===== config.mk =====
export PLATFORM = sky130hd
export DESIGN_NAME = fnd_scan_controller
export DESIGN_NICKNAME = d
export VERILOG_FILES = /design/src/rtl/fnd_pkg.sv /design/src/rtl/fnd_seg_decoder.sv /design/src/rtl/fnd_scan_controller.sv
export SDC_FILE = /design/constraint.sdc
export NUM_CORES = 1
export LEC_CHECK = 0
export BUFFER_PORTS_ARGS = -buffer_cell sky130_fd_sc_hd__clkbuf_2
export CAP_MARGIN = 5
export CORE_MARGIN = 4
export CORE_UTILIZATION = 50
export CTS_CLUSTER_SIZE = 40
export DETAILED_ROUTE_END_ITERATION = 6
export HOLD_SLACK_MARGIN = 0.05
export PLACE_DENSITY = 0.75
export SYNTH_ARGS = -nofsm -noshare
export SYNTH_HDL_FRONTEND = slang
export SYNTH_SLANG_ARGS = --single-unit

===== constraint.sdc =====
create_clock -name clk -period 5.15 [get_ports clk]
set_clock_uncertainty 0.1 [all_clocks]
set_input_delay 1.03 -clock clk [delete_from_list [all_inputs] [get_ports clk]]
set_output_delay 1.03 -clock clk [all_outputs]
set_load 0.01 [all_outputs]

===== src/rtl/fnd_pkg.sv =====
// Shared types and constants for the multiplexed 7-segment scan controller.
// Segment codes are active-low {dp,g,f,e,d,c,b,a}.
package fnd_pkg;

  typedef enum logic {
    ST_SHOW  = 1'b0,
    ST_BLANK = 1'b1
  } state_e;

  localparam logic [7:0] SEG_BLANK = 8'hFF;

  localparam logic [7:0] SEG_LUT [16] = '{
    8'hC0, 8'hF9, 8'hA4, 8'hB0,
    8'h99, 8'h92, 8'h82, 8'hF8,
    8'h80, 8'h90, 8'h88, 8'h83,
    8'hC6, 8'hA1, 8'h86, 8'h8E
  };

endpackage


===== src/rtl/fnd_seg_decoder.sv =====
// Hex nibble plus decimal point to active-low 7-segment code.
// Purely combinational; the controller registers the result.
module fnd_seg_decoder
  import fnd_pkg::*;
(
  input  logic [3:0] hex,
  input  logic       dp,
  output logic [7:0] seg
);

  logic [7:0] lut_seg;

  assign lut_seg = SEG_LUT[hex];
  assign seg     = {lut_seg[7] & ~dp, lut_seg[6:0]};

endmodule


===== src/rtl/fnd_scan_controller.sv =====
// Multiplexed FND scanner with anti-ghost blanking and frame-aligned updates.
// Optional blinking enabled by defining FND_BLINK_EN.
module fnd_scan_controller
  import fnd_pkg::*;
#(
  parameter int NUM_DIGITS   = 4,
  parameter int SHOW_CYC     = 100_000,
  parameter int BLANK_CYC    = 1_000,
  parameter int BLINK_FRAMES = 250
) (
  input  logic                    clk,
  input  logic                    rst_n,
  input  logic [4*NUM_DIGITS-1:0] data_in,
  input  logic [NUM_DIGITS-1:0]   dp_in,
  input  logic                    load,
  input  logic                    lzb_en,
  input  logic [NUM_DIGITS-1:0]   blink_mask,
  output logic [7:0]              fnd_data,
  output logic [NUM_DIGITS-1:0]   fnd_com,
  output logic                    frame_tick
);

  localparam int DW   = 4 * NUM_DIGITS;
  localparam int IW   = $clog2(NUM_DIGITS);
  localparam int CMAX = (SHOW_CYC > BLANK_CYC) ? SHOW_CYC : BLANK_CYC;
  localparam int CW   = $clog2(CMAX + 1);
  localparam int BL   = (BLANK_CYC > 0) ? BLANK_CYC - 1 : 0;

  localparam logic [CW-1:0] SHOW_LAST  = CW'(SHOW_CYC - 1);
  localparam logic [CW-1:0] BLANK_LAST = CW'(BL);
  localparam logic [IW-1:0] IDX_LAST   = IW'(NUM_DIGITS - 1);

  state_e          state_q, state_d;
  logic            run_q;
  logic [IW-1:0]   idx_q, idx_d, idx_nxt;
  logic [CW-1:0]   cnt_q, cnt_d;
  logic [DW-1:0]   pend_q, pend_d, shd_q, shd_d, upper;
  logic [NUM_DIGITS-1:0] pdp_q, pdp_d, sdp_q, sdp_d;
  logic [7:0]      data_q, data_d, dec_seg, show_seg;
  logic [NUM_DIGITS-1:0] com_q, com_d;
  logic            tick_q;
  logic            adv, frame, lz, blink_hit;

  assign idx_nxt = (idx_q == IDX_LAST) ? '0 : idx_q + IW'(1);

  always_comb begin
    state_d = state_q;
    idx_d   = idx_q;
    cnt_d   = cnt_q + CW'(1);
    adv     = 1'b0;
    if (!run_q) begin
      // first edge after reset opens a fresh frame on digit 0
      state_d = ST_SHOW;
      idx_d   = '0;
      cnt_d   = '0;
      adv     = 1'b1;
    end else begin
      unique case (state_q)
        ST_SHOW: begin
          if (cnt_q == SHOW_LAST) begin
            cnt_d = '0;
            if (BLANK_CYC == 0) begin
              idx_d = idx_nxt;
              adv   = 1'b1;
            end else begin
              state_d = ST_BLANK;
            end
          end
        end
        ST_BLANK: begin
          if (cnt_q == BLANK_LAST) begin
            cnt_d   = '0;
            state_d = ST_SHOW;
            idx_d   = idx_nxt;
            adv     = 1'b1;
          end
        end
        default: ;
      endcase
    end
  end

  assign frame  = adv && (idx_d == '0);
  assign pend_d = load ? data_in : pend_q;
  assign pdp_d  = load ? dp_in : pdp_q;
  assign shd_d  = frame ? pend_d : shd_q;
  assign sdp_d  = frame ? pdp_d : sdp_q;

  assign upper = shd_d >> {idx_d, 2'b00};
  assign lz    = lzb_en && (idx_d != '0) && (upper == '0);

  fnd_seg_decoder u_dec (
    .hex (shd_d[{idx_d, 2'b00} +: 4]),
    .dp  (sdp_d[idx_d]),
    .seg (dec_seg)
  );

`ifdef FND_BLINK_EN
  localparam int FW = $clog2(BLINK_FRAMES + 1);
  logic [FW-1:0] fcnt_q, fcnt_d;
  logic          phase_q, phase_d;

  always_comb begin
    fcnt_d  = fcnt_q;
    phase_d = phase_q;
    if (frame && run_q) begin
      if (fcnt_q == FW'(BLINK_FRAMES - 1)) begin
        fcnt_d  = '0;
        phase_d = ~phase_q;
      end else begin
        fcnt_d = fcnt_q + FW'(1);
      end
    end
  end

  always_ff @(posedge clk or negedge rst_n) begin
    if (!rst_n) begin
      fcnt_q  <= '0;
      phase_q <= 1'b0;
    end else begin
      fcnt_q  <= fcnt_d;
      phase_q <= phase_d;
    end
  end

  assign blink_hit = phase_d & blink_mask[idx_d];
`else
  logic unused_blink;
  assign unused_blink = ^{blink_mask, BLINK_FRAMES[0]};
  assign blink_hit    = 1'b0;
`endif

  always_comb begin
    if (blink_hit)
      show_seg = SEG_BLANK;
    else if (lz)
      show_seg = {dec_seg[7], 7'h7F};
    else
      show_seg = dec_seg;
  end

  assign data_d = (state_d == ST_SHOW) ? show_seg : SEG_BLANK;
  assign com_d  = (state_d == ST_SHOW) ?
                  ~(NUM_DIGITS'(1) << idx_d) : '1;

  always_ff @(posedge clk or negedge rst_n) begin
    if (!rst_n) begin
      run_q   <= 1'b0;
      state_q <= ST_SHOW;
      idx_q   <= '0;
      cnt_q   <= '0;
      pend_q  <= '0;
      pdp_q   <= '0;
      shd_q   <= '0;
      sdp_q   <= '0;
      data_q  <= SEG_BLANK;
      com_q   <= '1;
      tick_q  <= 1'b0;
    end else begin
      run_q   <= 1'b1;
      state_q <= state_d;
      idx_q   <= idx_d;
      cnt_q   <= cnt_d;
      pend_q  <= pend_d;
      pdp_q   <= pdp_d;
      shd_q   <= shd_d;
      sdp_q   <= sdp_d;
      data_q  <= data_d;
      com_q   <= com_d;
      tick_q  <= frame;
    end
  end

  assign fnd_data   = data_q;
  assign fnd_com    = com_q;
  assign frame_tick = tick_q;

endmodule


# Yosys cells after proc, flatten, opt, wreduce, memory -nomap -nowiden
# Memory sizes are Yosys's and may differ from the RTL's.
# Index checks and enable logic that the tools add are counted.
[classes]
n_reduce_logical = 6
order_cmp = 2
n_eq_ne = 3
bitwise = 5
n_shift = 3
n_mux = 26
addsub = 2
[op_table]
columns = ["cell", "count"]
rows = [
  ["$mux 17", 3],
  ["$pmux 17 s2", 1],
  ["$mux 16", 2],
  ["$mux 8", 3],
  ["$add 17x1->17 const B", 1],
  ["$eq 17x10->1 const B", 1],
  ["$eq 17x17->1 const B", 1],
  ["$logic_not 16->1", 1],
  ["$shiftx 16x5->4", 1],
  ["$shr 16x4->16", 1],
  ["$mux 4", 3],
  ["$mux 2", 4],
  ["$mux 1", 7],
  ["$mux 7", 1],
  ["$ge 5x5->1 const B", 1],
  ["$not 4->5", 1],
  ["$not 4->4", 1],
  ["$shl 1x2->4 const A", 1],
  ["$logic_and 1x1->1", 3],
  ["$lt 2x3->1 const B", 1],
  ["$add 2x1->2 const B", 1],
  ["$bmux 1 s2", 1],
  ["$eq 2x2->1 const B", 1],
  ["$logic_not 2->1", 1],
  ["other kinds (4)", 5],
]
[word_totals]
in_bits = 28
rom_bits = 128
mem_count = 1
word_cells = 59
reg_bits = 74
[mem_list]
columns = ["name", "words", "width", "read_ports", "rd_clocked_by_memory_dff", "write_ports", "line_no", "source"]
rows = [
  ["(no name shown)", 16, 8, 1, 0, 0, "fnd_seg_decoder.sv:13", "assign lut_seg = SEG_LUT[hex];"],
]

# Depth between registers and ports, before layout
[logic_depth]
depth_word = 15
mapped_depth = 15

# Hierarchy
# A second synthesis with hierarchy kept.
[unflattened]
cells_unflattened = 286
area_unflattened_um2 = 3454.6
[by_module_without_submodules]
columns = ["mod", "area_each_um2", "seq_area_each_um2", "instances", "cells_each"]
rows = [
  ["fnd_scan_controller", 3188.1, 1866.8, 1, 254],
  ["fnd_seg_decoder", 266.5, 0.0, 1, 32],
]

# Least setup slack after synthesis
# Ideal clock, no wire load.
[synth_timing]
path_type = "register -> register"
from = "reg cnt_q[12]"
to = "reg data_q[2] (netlist: fnd_data[2])"
required_ns = 4.952
arrival_time_ns = 3.604
setup_time_ns = 0.098
stages_incl_launch_ff = 14
slack_ns = 1.347
path_buffers = 1
synth_period_minus_slack_ns = 3.803
path_cell_list = "dfrtp_1 > or4_4 > nand2b_4 > o41ai_4 > buf_6 > mux2_1 > mux2i_1 > mux2i_1 > inv_1 > ha_1 > nand3_1 > a2111oi_0 > o22ai_2 > o311ai_1"
[synth_via]
elab_chain_len = 14
elab_cells_between_ends = 27
cone_classes = "eq/ne (2); shift (2); mux (15); bitwise (1); reduce/logical (6); memory (1)"
[synth_rtl]
columns = ["item", "line_no", "source"]
rows = [
  ["start: declaration", "fnd_scan_controller.sv:36", "logic [CW-1:0] cnt_q, cnt_d;"],
  ["start signal: assignment", "fnd_scan_controller.sv:163", "cnt_q <= cnt_d;"],
  ["$eq 17x10->1 *", "fnd_scan_controller.sv:71", "if (cnt_q == BLANK_LAST) begin"],
  ["$mux 2", "fnd_scan_controller.sv:71", ""],
  ["$mux 2", "fnd_scan_controller.sv:58", "unique case (state_q)"],
  ["$mux 2", "fnd_scan_controller.sv:51", "if (!run_q) begin"],
  ["$logic_not 2->1", "fnd_scan_controller.sv:83", "assign frame = adv && (idx_d == '0);"],
  ["$logic_and 1x1->1 *", "fnd_scan_controller.sv:83", ""],
  ["$mux 16 *", "fnd_scan_controller.sv:86", "assign shd_d = frame ? pend_d : shd_q;"],
  ["named net shd_d[13]", "fnd_scan_controller.sv:37", "logic [DW-1:0] pend_q, pend_d, shd_q, shd_d, upper;"],
  ["$shiftx 16x5->4", "fnd_scan_controller.sv:93", ".hex (shd_d[{idx_d, 2'b00} +: 4]),"],
  ["$not 4->5 (implied by the code)", "fnd_seg_decoder.sv:13", ""],
  ["$mem_v2 16x8", "--", ""],
  ["$mux 8 (implied by the code) (2 in series)", "fnd_seg_decoder.sv:13", ""],
  ["$mux 7 *", "fnd_scan_controller.sv:136", "else if (lz)"],
  ["$mux 8 *", "fnd_scan_controller.sv:142", "assign data_d = (state_d == ST_SHOW) ? show_seg : SEG_BLANK;"],
  ["named net data_d[2]", "fnd_scan_controller.sv:39", "logic [7:0] data_q, data_d, dec_seg, show_seg;"],
  ["end signal: assignment", "fnd_scan_controller.sv:168", "data_q <= data_d;"],
  ["end: declaration", "fnd_scan_controller.sv:39", ""],
]
# Mark *: on every way through the listed nets, which the timed path passes. The rest lies on a longest branch. The select of a mux whose other input is x is not followed.

# Worst setup path in the final report
[layout_timing]
from = "reg cnt_q[0]"
to = "reg data_q[2] (netlist: fnd_data[2])"
# The elaborated chain is that of the path after synthesis.

==> flow_metrics.py <==
metrics = {
    "run_status": {
        "status": "complete, no violations",
    },
    "critical_path": {
        "cp-end-kind": "flip-flop",
        "required_ns": 5.28,
        "worst_setup_path_start_kind": "flip-flop",
        "r2r_cells": 14,
        "timing.rr.start": "cnt_q[0]",
        "crit_path_max_fanout": 28,
        "arrival_ns": 4.30,
        "r2r_end": "fnd_data[2]",
        "startpoint": "cnt_q[0]",
        "r2r_slack_ns": 0.98,
        "slowest_stage": "a2111oi_0",
        "crit_chain": "ha_1 > and4b_1 > nand4_1 > o41ai_4 > buf_4 > mux2_2 > mux2i_1 > mux2i_1 > inv_1 > ha_1 > nand3_1 > a2111oi_0 > o22ai_2 > o311ai_1",
        "endpoint": "fnd_data[2]",
        "setup.worst_path.class": "flip-flop to flip-flop",
        "cpPeakStageDelay_ns": 0.47,
        "crit_buf_inv": 2,
        "crit_family": "compound AO/OA/AOI/OAI gates",
        "path_depth": 14,
    },
    "global_route": {
        "grt_overflow_total": 0,
        "antenna_found_initial": 0,
        "grt_max_degree": 46,
        "grt_first_pass_wirelength_um": 11800,
        "grtUsageTotal_pct": 17.1,
        "grt_pass1_vias": 2448,
    },
    "synthesis": {
        "ys_warn_count": 0,
        "ys_dominant_reg_cell": "dfrtp_1",
        "synth_edf_count": 0,
        "synthesis.nets": 345,
        "synth_cells": 309,
        "synth_cell_type_count": 61,
        "syn_area_per_cell_um2": 11.9,
        "synth_top_area_share_pct": 42.2,
        "yosysSeqAreaShare_pct": 50.8,
        "synth_seq_cells": 74,
        "syn_area_um2": 3670,
        "yosysTopAreaCell": "dfrtp_1",
        "async_flop_share_pct": 100,
        "synth.area.top_cells": "dfrtp_1, mux2_2, dfstp_2",
    },
    "finish": {
        "nFillCells": 603,
        "num_antenna_cells": 0,
        "fin_cells": 451,
        "seqCellArea_um2": 1870,
        "multiInputGateArea_um2": 1700,
        "nNetsFinal": 386,
        "drive_gt1_share_pct": 33.2,
        "final_area_um2": 4140,
        "syn2layout_area_growth_pct": 12.5,
    },
    "timing": {
        "grt_setup_unrepaired": "false",
        "min_period_ns": 4.17,
        "worst_slew_pin_slew_ns": 1.15,
        "max-slew-margin-rel_pct": 23.3,
        "setup_viol": 0,
        "finalMaxSlewViolations": 0,
        "timing_hold_violations_final": 0,
        "max_freq_mhz": 240,
        "timing.setup.tns_ns": 0,
        "fin_crit_sh_pct": 81.0,
    },
    "clocking": {
        "cts_buffer_depth": 2,
        "post_cts_buffers": 0,
        "cts.sinks": 74,
        "cts_resized": 0,
        "cts_tree": "yes",
        "ctsHoldBuffers": 0,
        "cts_root_buffer": "clkbuf_8",
        "cts_buffers": 9,
        "htree_num_levels": 3,
        "path_clk_slew_ns": 0.08,
        "clock_latency_ns": 0.35,
    },
    "floorplanning": {
        "core_area_um2": 6980,
        "die_h_um": 93.7,
        "die_area_um2": 8790,
        "die_w_um": 93.7,
        "rows": 30,
        "initial_utilization_pct": 52.6,
        "ioPinCount": 41,
    },
    "routing": {
        "totalWireLength_um": 6880,
        "post-route-drc-count": 0,
        "drtPass1Iterations": 4,
        "first_iter_violations": 118,
        "vias_per_cell": 5.35,
        "vias": 2414,
        "wl_per_cell_um": 15.3,
        "ant_nets": 0,
    },
    "power": {
        "peakVddDrop_v": 0.000127,
        "power.density_nw_per_um2": 325,
        "power.total_mw": 1.34,
        "p_leak_nw": 1.83,
    },
    "flow_run": {
        "drv_cap": 0,
    },
    "placed_design": {
        "dpl_cell_area_um2": 3940,
        "dp.cells": 435,
        "globalplace.congestion": 0.803,
        "port_buffers": 36,
        "place_hpwl_um": 4920,
    },
    "min_path": {
        "hold_class": "flip-flop to flip-flop",
    },
}
## metal layers
| layer | share of wire (%) | GRT usage (%) | wire (um) |
|---|---|---|---|
| met4 | 1.4 | 7.82 | 99 |
| met2 | 49 | 26.7 | 3370 |
| met5 | 0 | 0 | 0 |
| met1 | 47 | 23.4 | 3220 |
| met3 | 2.8 | 2.88 | 194 |
## power breakdown
part	switching, mW	internal [mW]	total [mW]
clock network	0.210	0.235	0.446
registers	0.0214	0.649	0.670
logic	0.126	0.102	0.228
## state kept, by name, indices dropped and copies added, names as in the netlist
register    count
frame_tick      1
state_q         1
fnd_com         4
sdp_q           4
pend_q         16
pdp_q           4
shd_q          16
cnt_q          17
idx_q           2
fnd_data        8
run_q           1
## cell usage in the layout, fill, tap and decap left out, types with 3 or more instances in the layout
cell type and n:
dfrtp_1 62, mux2_2 37, clkbuf_2 35, nor2_1 33, mux2i_1 20, nand2_1 19, xor2_1 13, nand3_1 12
dfstp_2 12, inv_1 11, clkbuf_8 10, ha_1 8, nand4_1 6, xnor2_1 5, nor2b_1 5, a21oi_1 3
nor3_1 3, buf_4 3
## final cells by class
class / count / area share [%]
Tap cell: 96 / 2.90
Multi-Input combinational cell: 214 / 41.2
Clock inverter: 5 / 1.33
Sequential cell: 74 / 45.1
Timing Repair Buffer: 39 / 4.90
Clock buffer: 11 / 3.42
Inverter: 12 / 1.09
## tightest hold or removal path, stage by stage, from the launching register on
cell and delay, ns:
dfrtp_1 0.32, mux2i_1 0.06, inv_1 0.06
## Yosys cell counts (2+ instances only)
cell type  count
nor3_1         3
o21ai_0        2
a211o_1        2
xnor2_1        5
mux2_4         2
mux2_2        37
mux2_1         2
nand4_1        6
mux2i_1       20
nor2_1        33
inv_1         11
nand2_1       19
or4_1          2
o221ai_1       2
o311ai_1       2
clkbuf_1       4
and4b_1        2
xor2_1        13
ha_1           8
dfstp_2       12
and3_1         2
and3b_1        2
a21oi_1        3
nor2b_1        5
nand3_1       12
or3_1          2
dfrtp_1       62
## cells by family after synthesis
family          count (synthesis)  share of synthesized area [%]
compound gates                 24                           6.10
xor+xnor                       18                           4.29
fa+ha+maj                       8                           2.72
buf+inv                        21                           2.93
flops                          74                           50.8
mux                            62                           18.8
other cells                     1                          0.102
simple gates                  101                           14.2
## worst min-delay path by stage
stage	from	to	slack, ns	cells after the start
4_1_cts	pend_q[1]	pend_q[1]	0.38	2
2_1_floorplan	pend_q[1]	pend_q[1]	0.34	2
6_report	pend_q[1]	pend_q[1]	0.38	2
3_5_place_dp	pend_q[1]	pend_q[1]	0.36	2
3_3_place_gp	pend_q[1]	pend_q[1]	0.36	2
5_1_grt	cnt_q[0]	cnt_q[0]	0.40	1
## stage by stage
| stage | hold slack (ns) | worst slack [ns] | util (%) |
|---|---|---|---|
| global route | 0.400 | 0.570 | 59.2 |
| CTS | 0.380 | 0.985 | 59.2 |
| detailed placement | 0.361 | 0.983 | 56.4 |
| global placement | 0.364 | 1.13 | 56.4 |
| finish | 0.376 | 0.980 | 59.2 |
| floorplan | 0.339 | 1.35 | - |
No activity file was read; power rests on OpenSTA's default activity.
